File: config.mk
export PLATFORM = sky130hd
export DESIGN_NAME = pipe_ctrl
export DESIGN_NICKNAME = d
export VERILOG_FILES = /design/src/rtl/pipe_ctrl_pkg.sv /design/src/rtl/pipe_ctrl_hazard_detect.sv /design/src/rtl/pipe_ctrl.sv
export SDC_FILE = /design/constraint.sdc
export NUM_CORES = 1
export LEC_CHECK = 0
export ABC_AREA = 1
export CAP_MARGIN = 20
export CORE_ASPECT_RATIO = 1.4
export CORE_MARGIN = 2
export CORE_UTILIZATION = 30
export CTS_CLUSTER_DIAMETER = 40
export CTS_CLUSTER_SIZE = 20
export DETAILED_ROUTE_END_ITERATION = 8
export PLACE_DENSITY = 0.66
export SLEW_MARGIN = 20
export SYNTH_ARGS = -nofsm -noshare
export SYNTH_HDL_FRONTEND = slang
export SYNTH_HIERARCHICAL = 1
export SYNTH_SLANG_ARGS = --single-unit
File: constraint.sdc
create_clock -name clk -period 1.6 [get_ports clk]
set_input_delay 0.24 -clock clk [delete_from_list [all_inputs] [get_ports clk]]
set_output_delay 0.24 -clock clk [all_outputs]
set_load 0.03 [all_outputs]
File: src/rtl/pipe_ctrl_pkg.sv
// Shared definitions for the pipeline controller: stage indices, FSM states
// and the per-hazard stall/bubble vectors built from the stage indices.
package pipe_ctrl_pkg;

   localparam int unsigned STG_F = 0;
   localparam int unsigned STG_D = 1;
   localparam int unsigned STG_E = 2;
   localparam int unsigned STG_M = 3;
   localparam int unsigned STG_W = 4;

   localparam int unsigned N_STG = 5;

   // Architectural zero register never creates a dependency.
   localparam logic [4:0] REG_ZERO = 5'd0;

   typedef enum logic {
      RUN        = 1'b0,
      REDIR_WAIT = 1'b1
   } pipe_ctrl_state_t;

   // A wait in stage k holds every stage up to k and drains k+1.
   localparam logic [N_STG-1:0] BUBBLE_DMEM   = N_STG'(1 << STG_W);
   localparam logic [N_STG-1:0] STALL_DMEM    = BUBBLE_DMEM - N_STG'(1);
   localparam logic [N_STG-1:0] BUBBLE_MULDIV = N_STG'(1 << STG_M);
   localparam logic [N_STG-1:0] STALL_MULDIV  = BUBBLE_MULDIV - N_STG'(1);
   localparam logic [N_STG-1:0] BUBBLE_LDUSE  = N_STG'(1 << STG_E);
   localparam logic [N_STG-1:0] STALL_LDUSE   = BUBBLE_LDUSE - N_STG'(1);
   localparam logic [N_STG-1:0] BUBBLE_IMEM   = N_STG'(1 << STG_D);
   localparam logic [N_STG-1:0] STALL_IMEM    = N_STG'(1 << STG_F);
   // A taken branch squashes the two younger instructions in D and E.
   localparam logic [N_STG-1:0] BUBBLE_BR     = N_STG'((1 << STG_D) | (1 << STG_E));

endpackage : pipe_ctrl_pkg

File: src/rtl/pipe_ctrl_hazard_detect.sv
// Load-use comparator: flags a D-stage source that depends on a load in E.
module hazard_detect
   import pipe_ctrl_pkg::*;
(
   input  logic       e_memread_in,
   input  logic [4:0] e_rd_in,
   input  logic [4:0] d_rs1_in,
   input  logic [4:0] d_rs2_in,
   input  logic       d_uses_rs1_in,
   input  logic       d_uses_rs2_in,
   output logic       load_use_out
);

   logic rs1_hit;
   logic rs2_hit;

   assign rs1_hit      = d_uses_rs1_in && (d_rs1_in == e_rd_in);
   assign rs2_hit      = d_uses_rs2_in && (d_rs2_in == e_rd_in);
   assign load_use_out = e_memread_in && (e_rd_in != REG_ZERO) && (rs1_hit || rs2_hit);

endmodule : hazard_detect

File: src/rtl/pipe_ctrl.sv
// Pipeline hazard controller: prioritised stall/bubble generation, branch
// redirect with deferral while a fetch is outstanding.
// Optional feature macro: PIPE_CTRL_PERF_EN enables the stall/redirect
// performance counters; without it both counter ports read 0.
module pipe_ctrl
   import pipe_ctrl_pkg::*;
(
   input  logic        clk,
   input  logic        reset,
   input  logic        imem_busy_in,
   input  logic        dmem_busy_in,
   input  logic        muldiv_busy_in,
   input  logic        e_memread_in,
   input  logic [4:0]  e_rd_in,
   input  logic [4:0]  d_rs1_in,
   input  logic [4:0]  d_rs2_in,
   input  logic        d_uses_rs1_in,
   input  logic        d_uses_rs2_in,
   input  logic        br_taken_in,
   input  logic [63:0] br_target_in,
   output logic [4:0]  stall_out,
   output logic [4:0]  bubble_out,
   output logic        redirect_out,
   output logic [63:0] redirect_pc_out,
   output logic [31:0] stall_cnt_out,
   output logic [31:0] redir_cnt_out
);

   pipe_ctrl_state_t state_q, state_d;
   logic [63:0]      pend_pc_q, pend_pc_d;
   logic             load_use;

   hazard_detect u_hazard_detect (
      .e_memread_in  (e_memread_in),
      .e_rd_in       (e_rd_in),
      .d_rs1_in      (d_rs1_in),
      .d_rs2_in      (d_rs2_in),
      .d_uses_rs1_in (d_uses_rs1_in),
      .d_uses_rs2_in (d_uses_rs2_in),
      .load_use_out  (load_use)
   );

   // Priority mux and next-state logic for the redirect FSM.
   always_comb begin
      // NOTE: every output gets a default first so no path leaves it unassigned (no latch).
      state_d         = state_q;
      pend_pc_d       = pend_pc_q;
      stall_out       = '0;
      bubble_out      = '0;
      redirect_out    = 1'b0;
      redirect_pc_out = '0;

      if (dmem_busy_in) begin
         stall_out  = STALL_DMEM;
         bubble_out = BUBBLE_DMEM;
      end else if (muldiv_busy_in) begin
         stall_out  = STALL_MULDIV;
         bubble_out = BUBBLE_MULDIV;
      end else if (state_q == REDIR_WAIT) begin
         // D and E already hold bubbles here, so neither a load-use nor a
         // new branch can be real; only the outstanding fetch matters.
         if (imem_busy_in) begin
            stall_out  = STALL_IMEM;
            bubble_out = BUBBLE_IMEM;
         end else if (!reset) begin
            redirect_out    = 1'b1;
            redirect_pc_out = pend_pc_q;
            bubble_out      = BUBBLE_IMEM;
            state_d         = RUN;
         end
      end else if (load_use) begin
         stall_out  = STALL_LDUSE;
         bubble_out = BUBBLE_LDUSE;
      end else if (br_taken_in) begin
         bubble_out = BUBBLE_BR;
         if (imem_busy_in) begin
            stall_out = STALL_IMEM;
            pend_pc_d = br_target_in;
            state_d   = REDIR_WAIT;
         end else begin
            redirect_out    = 1'b1;
            redirect_pc_out = br_target_in;
         end
      end else if (imem_busy_in) begin
         stall_out  = STALL_IMEM;
         bubble_out = BUBBLE_IMEM;
      end

      // A back-end wait during REDIR_WAIT keeps squashing D; D already holds
      // a bubble, so reloading zero is the same as holding and keeps stall
      // and bubble disjoint.
      if ((state_q == REDIR_WAIT) && (dmem_busy_in || muldiv_busy_in)) begin
         bubble_out[STG_D] = 1'b1;
         stall_out[STG_D]  = 1'b0;
      end
   end

   // FSM state and pending redirect target.
   always_ff @(posedge clk) begin
      // NOTE: sequential state uses non-blocking assignments so every flop samples pre-edge values.
      if (reset) begin
         state_q   <= RUN;
         pend_pc_q <= '0;
      end else begin
         state_q   <= state_d;
         pend_pc_q <= pend_pc_d;
      end
   end

`ifdef PIPE_CTRL_PERF_EN
   logic [31:0] stall_cnt_q, stall_cnt_d;
   logic [31:0] redir_cnt_q, redir_cnt_d;

   // Free-running event counters, wrapping at 2^32.
   always_comb begin
      stall_cnt_d = stall_cnt_q + 32'(|stall_out);
      redir_cnt_d = redir_cnt_q + 32'(redirect_out);
   end

   // Counter registers.
   always_ff @(posedge clk) begin
      if (reset) begin
         stall_cnt_q <= '0;
         redir_cnt_q <= '0;
      end else begin
         stall_cnt_q <= stall_cnt_d;
         redir_cnt_q <= redir_cnt_d;
      end
   end

   assign stall_cnt_out = stall_cnt_q;
   assign redir_cnt_out = redir_cnt_q;
`else
   assign stall_cnt_out = '0;
   assign redir_cnt_out = '0;
`endif

endmodule : pipe_ctrl

== Word-level counts from Yosys, hierarchy flattened ==
Index checks and enable logic that the tools add are counted.
Storage, ports and cells
  flip-flop bits (word level): 65
  input bits: 88
  output and inout port bits: 139
  logic and storage cells: 53
Operators by class
  equal/unequal tests: 2
  muxes and demuxes: 35
  bitwise logic cells: 4
  reductions and logical operators: 10
Operators with widths (count)
  $mux 64: 8
  $mux 5: 7
  $mux 1: 15
  $eq 5x5->1: 2
  $mux 2: 3
  $mux 3: 2
  $reduce_and 6->1: 1
  $logic_and 1x1->1: 5
  $reduce_bool 5->1: 1
  $not 1->1: 4
  $logic_or 1x1->1: 2
  $reduce_and 2->1: 1

== Longest topological paths before layout ==
  depth in word-level cells: 9
  gate-level depth with buffers: 13
  depth with buffers taken out: 11

== Modules after synthesis ==
The synthesis kept the hierarchy.
By module, submodules not included
  pipe_ctrl: times used 1, cells an instance 690, area an instance 4325.4 µm², sequential area each 1301.2 µm²
  hazard_detect: times used 1, cells an instance 55, area an instance 216.5 µm², sequential area each 0.0 µm²

== Worst setup path after synthesis ==
Ideal clock, no wire load.
  path type: input -> output
  from: input port e_rd_in[3]
  to: output port redirect_pc_out[24]
  arrival time: 1585 ps
  required time: 1360 ps
  path slack: -225 ps
  cell stages on the path: 9
  buffers on the path: 2
  cell sequence: inv_1 -> nand4_1 -> o21ai_0 -> a21oi_1 -> o21ai_0 -> nand2_1 -> buf_6 -> buf_6 -> nor2_1
Between the ends
  word-level cells in the longest chain between the ends: 8
  elaborated cells on any way between the ends: 12
  classes of those cells: eq/ne: 2; mux: 4; reduce/logical: 6
RTL lines
  from (decl): RTL line pipe_ctrl.sv:14  | input logic [4:0] e_rd_in,
  $eq 5x5->1, on equally long branches: RTL line pipe_ctrl_hazard_detect.sv:17, pipe_ctrl_hazard_detect.sv:18
  $logic_and 1x1->1, on equally long branches: RTL line pipe_ctrl_hazard_detect.sv:17, pipe_ctrl_hazard_detect.sv:18
  $logic_or 1x1->1: RTL line pipe_ctrl_hazard_detect.sv:19  | assign load_use_out = e_memread_in && (e_rd_in != REG_ZERO) && (rs1_hit || rs2_hit);
  $logic_and 1x1->1 (*): RTL line pipe_ctrl_hazard_detect.sv:19
  via load_use: RTL line pipe_ctrl.sv:31  | logic load_use;
  $mux 64 (*): RTL line pipe_ctrl.sv:71  | end else if (load_use) begin
  $mux 64 (*): RTL line pipe_ctrl.sv:59  | end else if (state_q == REDIR_WAIT) begin
  $mux 64 (*): RTL line pipe_ctrl.sv:56  | end else if (muldiv_busy_in) begin
  $mux 64 (*): RTL line pipe_ctrl.sv:53  | if (dmem_busy_in) begin
  to (decl): RTL line pipe_ctrl.sv:24  | output logic [63:0] redirect_pc_out,
Mark *: on every way through the listed nets, which the timed path passes. The rest lies on a longest branch.

== Worst setup path after layout ==
  from: register state_q
  to: output port redirect_pc_out[42]
Between the ends
  word-level cells in the longest chain between the ends: 3
RTL lines
  from (decl): RTL line pipe_ctrl.sv:29  | pipe_ctrl_state_t state_q, state_d;
  from (signal assigned): RTL line pipe_ctrl.sv:105  | state_q <= state_d;
  $mux 64: RTL line pipe_ctrl.sv:59
  $mux 64: RTL line pipe_ctrl.sv:56
  $mux 64: RTL line pipe_ctrl.sv:53
Every way passes these cells.

==> impl_metrics.csv <==
group,metric,value,unit
die,dieWidth,108,um
global_route,grt_pass1_vias,4233,
outcome,outcome,"finished with violations",
logic_synthesis,synth_mux_area_frac,0.0551,
critical_path,slowest_delay,0.37,ns
logic_synthesis,yosys_warnings,6,
timing,setup_ws,-0.303,ns
logic_synthesis,synthAdderAreaFrac,0,
timing,period_needed,1.90,ns
critical_path,reg2reg_from,"state_q",
logic_synthesis,netlist-cell-type-count,21,
clocking,cts_root_buf,"clkbuf_16",
global_route,grt_use_total,0.156,
placement,dp.cells,1085,
outcome,violations,"setup timing",
die,die_h,150,um
logic_synthesis,ys_ff_latch,65,
global_route,grt_overflow,0,
logic_synthesis,syn_area,4540,sq um
finish,final_core_util,0.541,
critical_path,cp_data_arrival_time,1.66,ns
hold_path,worst_hold_path.num_cells,3,
detailed_routing,ant_nets,0,
critical_path,path_class,"reg -> out",
critical_path,path_delay_family,"buffers and inverters",
critical_path,r2r_slack,-0.04,ns
clocking,htree_levels,3,
critical_path,crit_buf_inv,5,
detailed_routing,drt_first_pass_iters,4,
die,start_util,0.304,
die,core_area,14900,sq um
detailed_routing,drt-initial-drc-count,120,
logic_synthesis,synth-simple-area-share,0.362,
timing,fmax,526,MHz
critical_path,path_max_fanout,8,
critical_path,timing.rr.end,"pend_pc_q[56]",
timing,maxSlewHeadroom,0.505,
power,finalPower,5210,uW
hold_path,hold_class,"in -> reg",
global_route,grt_max_degree,65,
clocking,cts_buffers,9,
critical_path,cpMaxStageDelayCell,"dfxtp_4",
flow_run,drv_cap,0,
die,io_pins,227,
power,power_density,645,nW/um^2
detailed_routing,routed_via_density,4.23,
clocking,cts.sinks,65,
critical_path,critPathLaunch,"state_q",
finish,area_growth,77.9,%
clocking,cts_tree,"yes",
timing,setup_viol_count_final,113,
logic_synthesis,ys_seq_area_frac,0.287,
timing,hold_viol,0,
finish,antenna_cells,0,
timing,fin_skew,0.00575,ns
timing,maxSlewViolCount,0,
critical_path,rr_worst_depth,10,
logic_synthesis,avgSynthCellArea,6.10,sq um
placement,pre_cts_slack,-1.18,ns
critical_path,crit_required,1.36,ns
die,rows,53,
logic_synthesis,synth_xor_area_frac,0,
detailed_routing,drc,0,
finish,fin_nets,1047,
logic_synthesis,synth_top_family_by_area,"simple AND/OR/NAND/NOR gates",
detailed_routing,via_count,4876,
critical_path,critPathLaunchType,"register",
timing,post-route-period-util,1.19,
placement,globalplace.congestion,0.777,
timing,worst_pin_slew,0.742,ns
critical_path,path_cells,"inv_4 > nand2_4 > nand2_4 > nand2_4 > buf_12 > buf_12 > buf_12 > nor2_4 > buf_6",
global_route,grt_pass1_wl,20000,um
power,p_leak,0.00385,uW
placement,portBuffers,160,
hold_path,holdCritStartpoint,"reset",
detailed_routing,wl,14500,um
finish,final_cells,1154,
critical_path,end_kind,"primary output",
clocking,cts.clk_slew.worst_paths,0.05,ns
timing,rsz0062_at_grt,"yes",
clocking,clk_latency,0.33,ns
logic_synthesis,synth_compound_area_frac,0.0501,
global_route,antenna_found_initial,0,
finish,drive_gt1_frac,0.315,
die,die-area,16200,sq um
logic_synthesis,syn_inst,745,
power,ir_worst_vdd,0.563,mV
placement,place_hpwl,8110,um
clocking,clockBufferDepth,2,
hold_path,min_to,"state_q",
detailed_routing,drt-wirelength-per-cell,12.6,um
==> worst min-delay path, cell delays in order <==
cell,delay (ns)
dlygate4sd2_1,0.23
buf_4,0.11
a21oi_1,0.03
==> report_power, final <==
group / total, uW / leakage [uW] / switching, uW / internal, uW
Clock: 1950 / 0.000145 / 701 / 1250
Sequential: 1700 / 0.000529 / 24.6 / 1680
Combinational: 1550 / 0.00318 / 878 / 672
==> worst max-delay path by stage <==
stage | end | slack, ns | cells past startpoint
CTS | redirect_pc_out[38] | -0.40 | 13
global placement | redirect_pc_out[12] | -1.17 | 11
detailed placement | redirect_pc_out[63] | -1.18 | 11
finish | redirect_pc_out[42] | -0.30 | 9
global route | redirect_pc_out[42] | -0.35 | 9
floorplan | redirect_out | -0.04 | 11
==> per-layer routing <==
layer  global-route usage  part of all wire  up-vias
met3               0.0388             0.060       10
met5                    0                 0        -
li1                     -                 -     2510
met2                0.295              0.52      168
met1                0.170              0.40     2188
met4               0.0474             0.011        0
==> cell type report <==
class	count	area (sq um)
well taps	192	240
multi-input cells	552	2990
fillers	1402	6840
flip-flops and latches	65	1310
clock inverters	1	7.51
repair buffers	246	2900
inverters	85	350
clock buffers	13	292
==> placed cells by master, fill, tap and decap left out, types with 2 or more instances in the layout <==
| master | instances |
|---|---|
| nor2_4 | 63 |
| conb_1 | 66 |
| nand3_1 | 4 |
| buf_4 | 42 |
| mux2i_1 | 16 |
| nand2_2 | 8 |
| clkdlybuf4s15_1 | 2 |
| o21ai_0 | 18 |
| mux2i_4 | 7 |
| buf_12 | 16 |
| inv_1 | 73 |
| dfxtp_1 | 64 |
| mux2i_2 | 2 |
| clkbuf_8 | 3 |
| nor2_1 | 135 |
| buf_16 | 7 |
| inv_8 | 2 |
| o21ai_1 | 17 |
| buf_2 | 2 |
| clkbuf_16 | 18 |
| o21ai_2 | 6 |
| inv_2 | 4 |
| buf_8 | 9 |
| dlygate4sd2_1 | 5 |
| inv_4 | 5 |
| nand2_1 | 192 |
| buf_6 | 89 |
| clkinvlp_4 | 2 |
| nor2_2 | 7 |
| clkdlybuf4s50_1 | 64 |
| nand2_4 | 4 |
==> cells in the mapped netlist <==
cell type,count,area (sq um)
conb_1,1,3.75
buf_6,11,124
nand2_1,203,762
nand3_1,5,25.0
nor2_2,20,125
nor2_4,2,22.5
nor2_1,183,687
o211ai_1,1,7.51
nand3_2,1,10.0
clkbuf_1,7,26.3
o21ai_0,42,210
inv_1,84,315
nand4_1,1,6.26
inv_2,1,3.75
mux2i_1,25,250
dfxtp_1,65,1300
nand2_2,1,6.26
buf_4,70,526
a21oi_1,2,10.0
buf_2,18,90.1
buf_8,2,30.0
==> per-stage QoR <==
step / hold slack [ns] / TNS [ns] / area, sq um
final: 0.325 / -15.83 / 8080
after floorplan: 0.309 / -0.595 / 5100
after CTS: 0.317 / -16.49 / 7520
after global routing: 0.329 / -24.71 / 8080
after global placement: 0.496 / -118.58 / 6400
after detailed placement: 0.501 / -120.06 / 6400
==> state kept, by name, indices dropped and copies added (netlist names) <==
| register | count |
|---|---|
| pend_pc_q | 64 |
| state_q | 1 |
==> logic make-up after synthesis <==
| kind of cell | after synthesis |
|---|---|
| simple gates | 416 |
| other cells | 1 |
| compound gates | 45 |
| mux | 25 |
| buf+inv | 193 |
| flops | 65 |
==> repair_timing <==
action,4_1_cts,5_1_grt
hold endpoints to repair,0,0
resized for setup,448,82
setup buffers,28,15
hold buffers,0,0
pin swaps,30,18
setup endpoints to repair,134,121
cloned,5,10
Note: power is estimated with default switching activity, not from simulation.
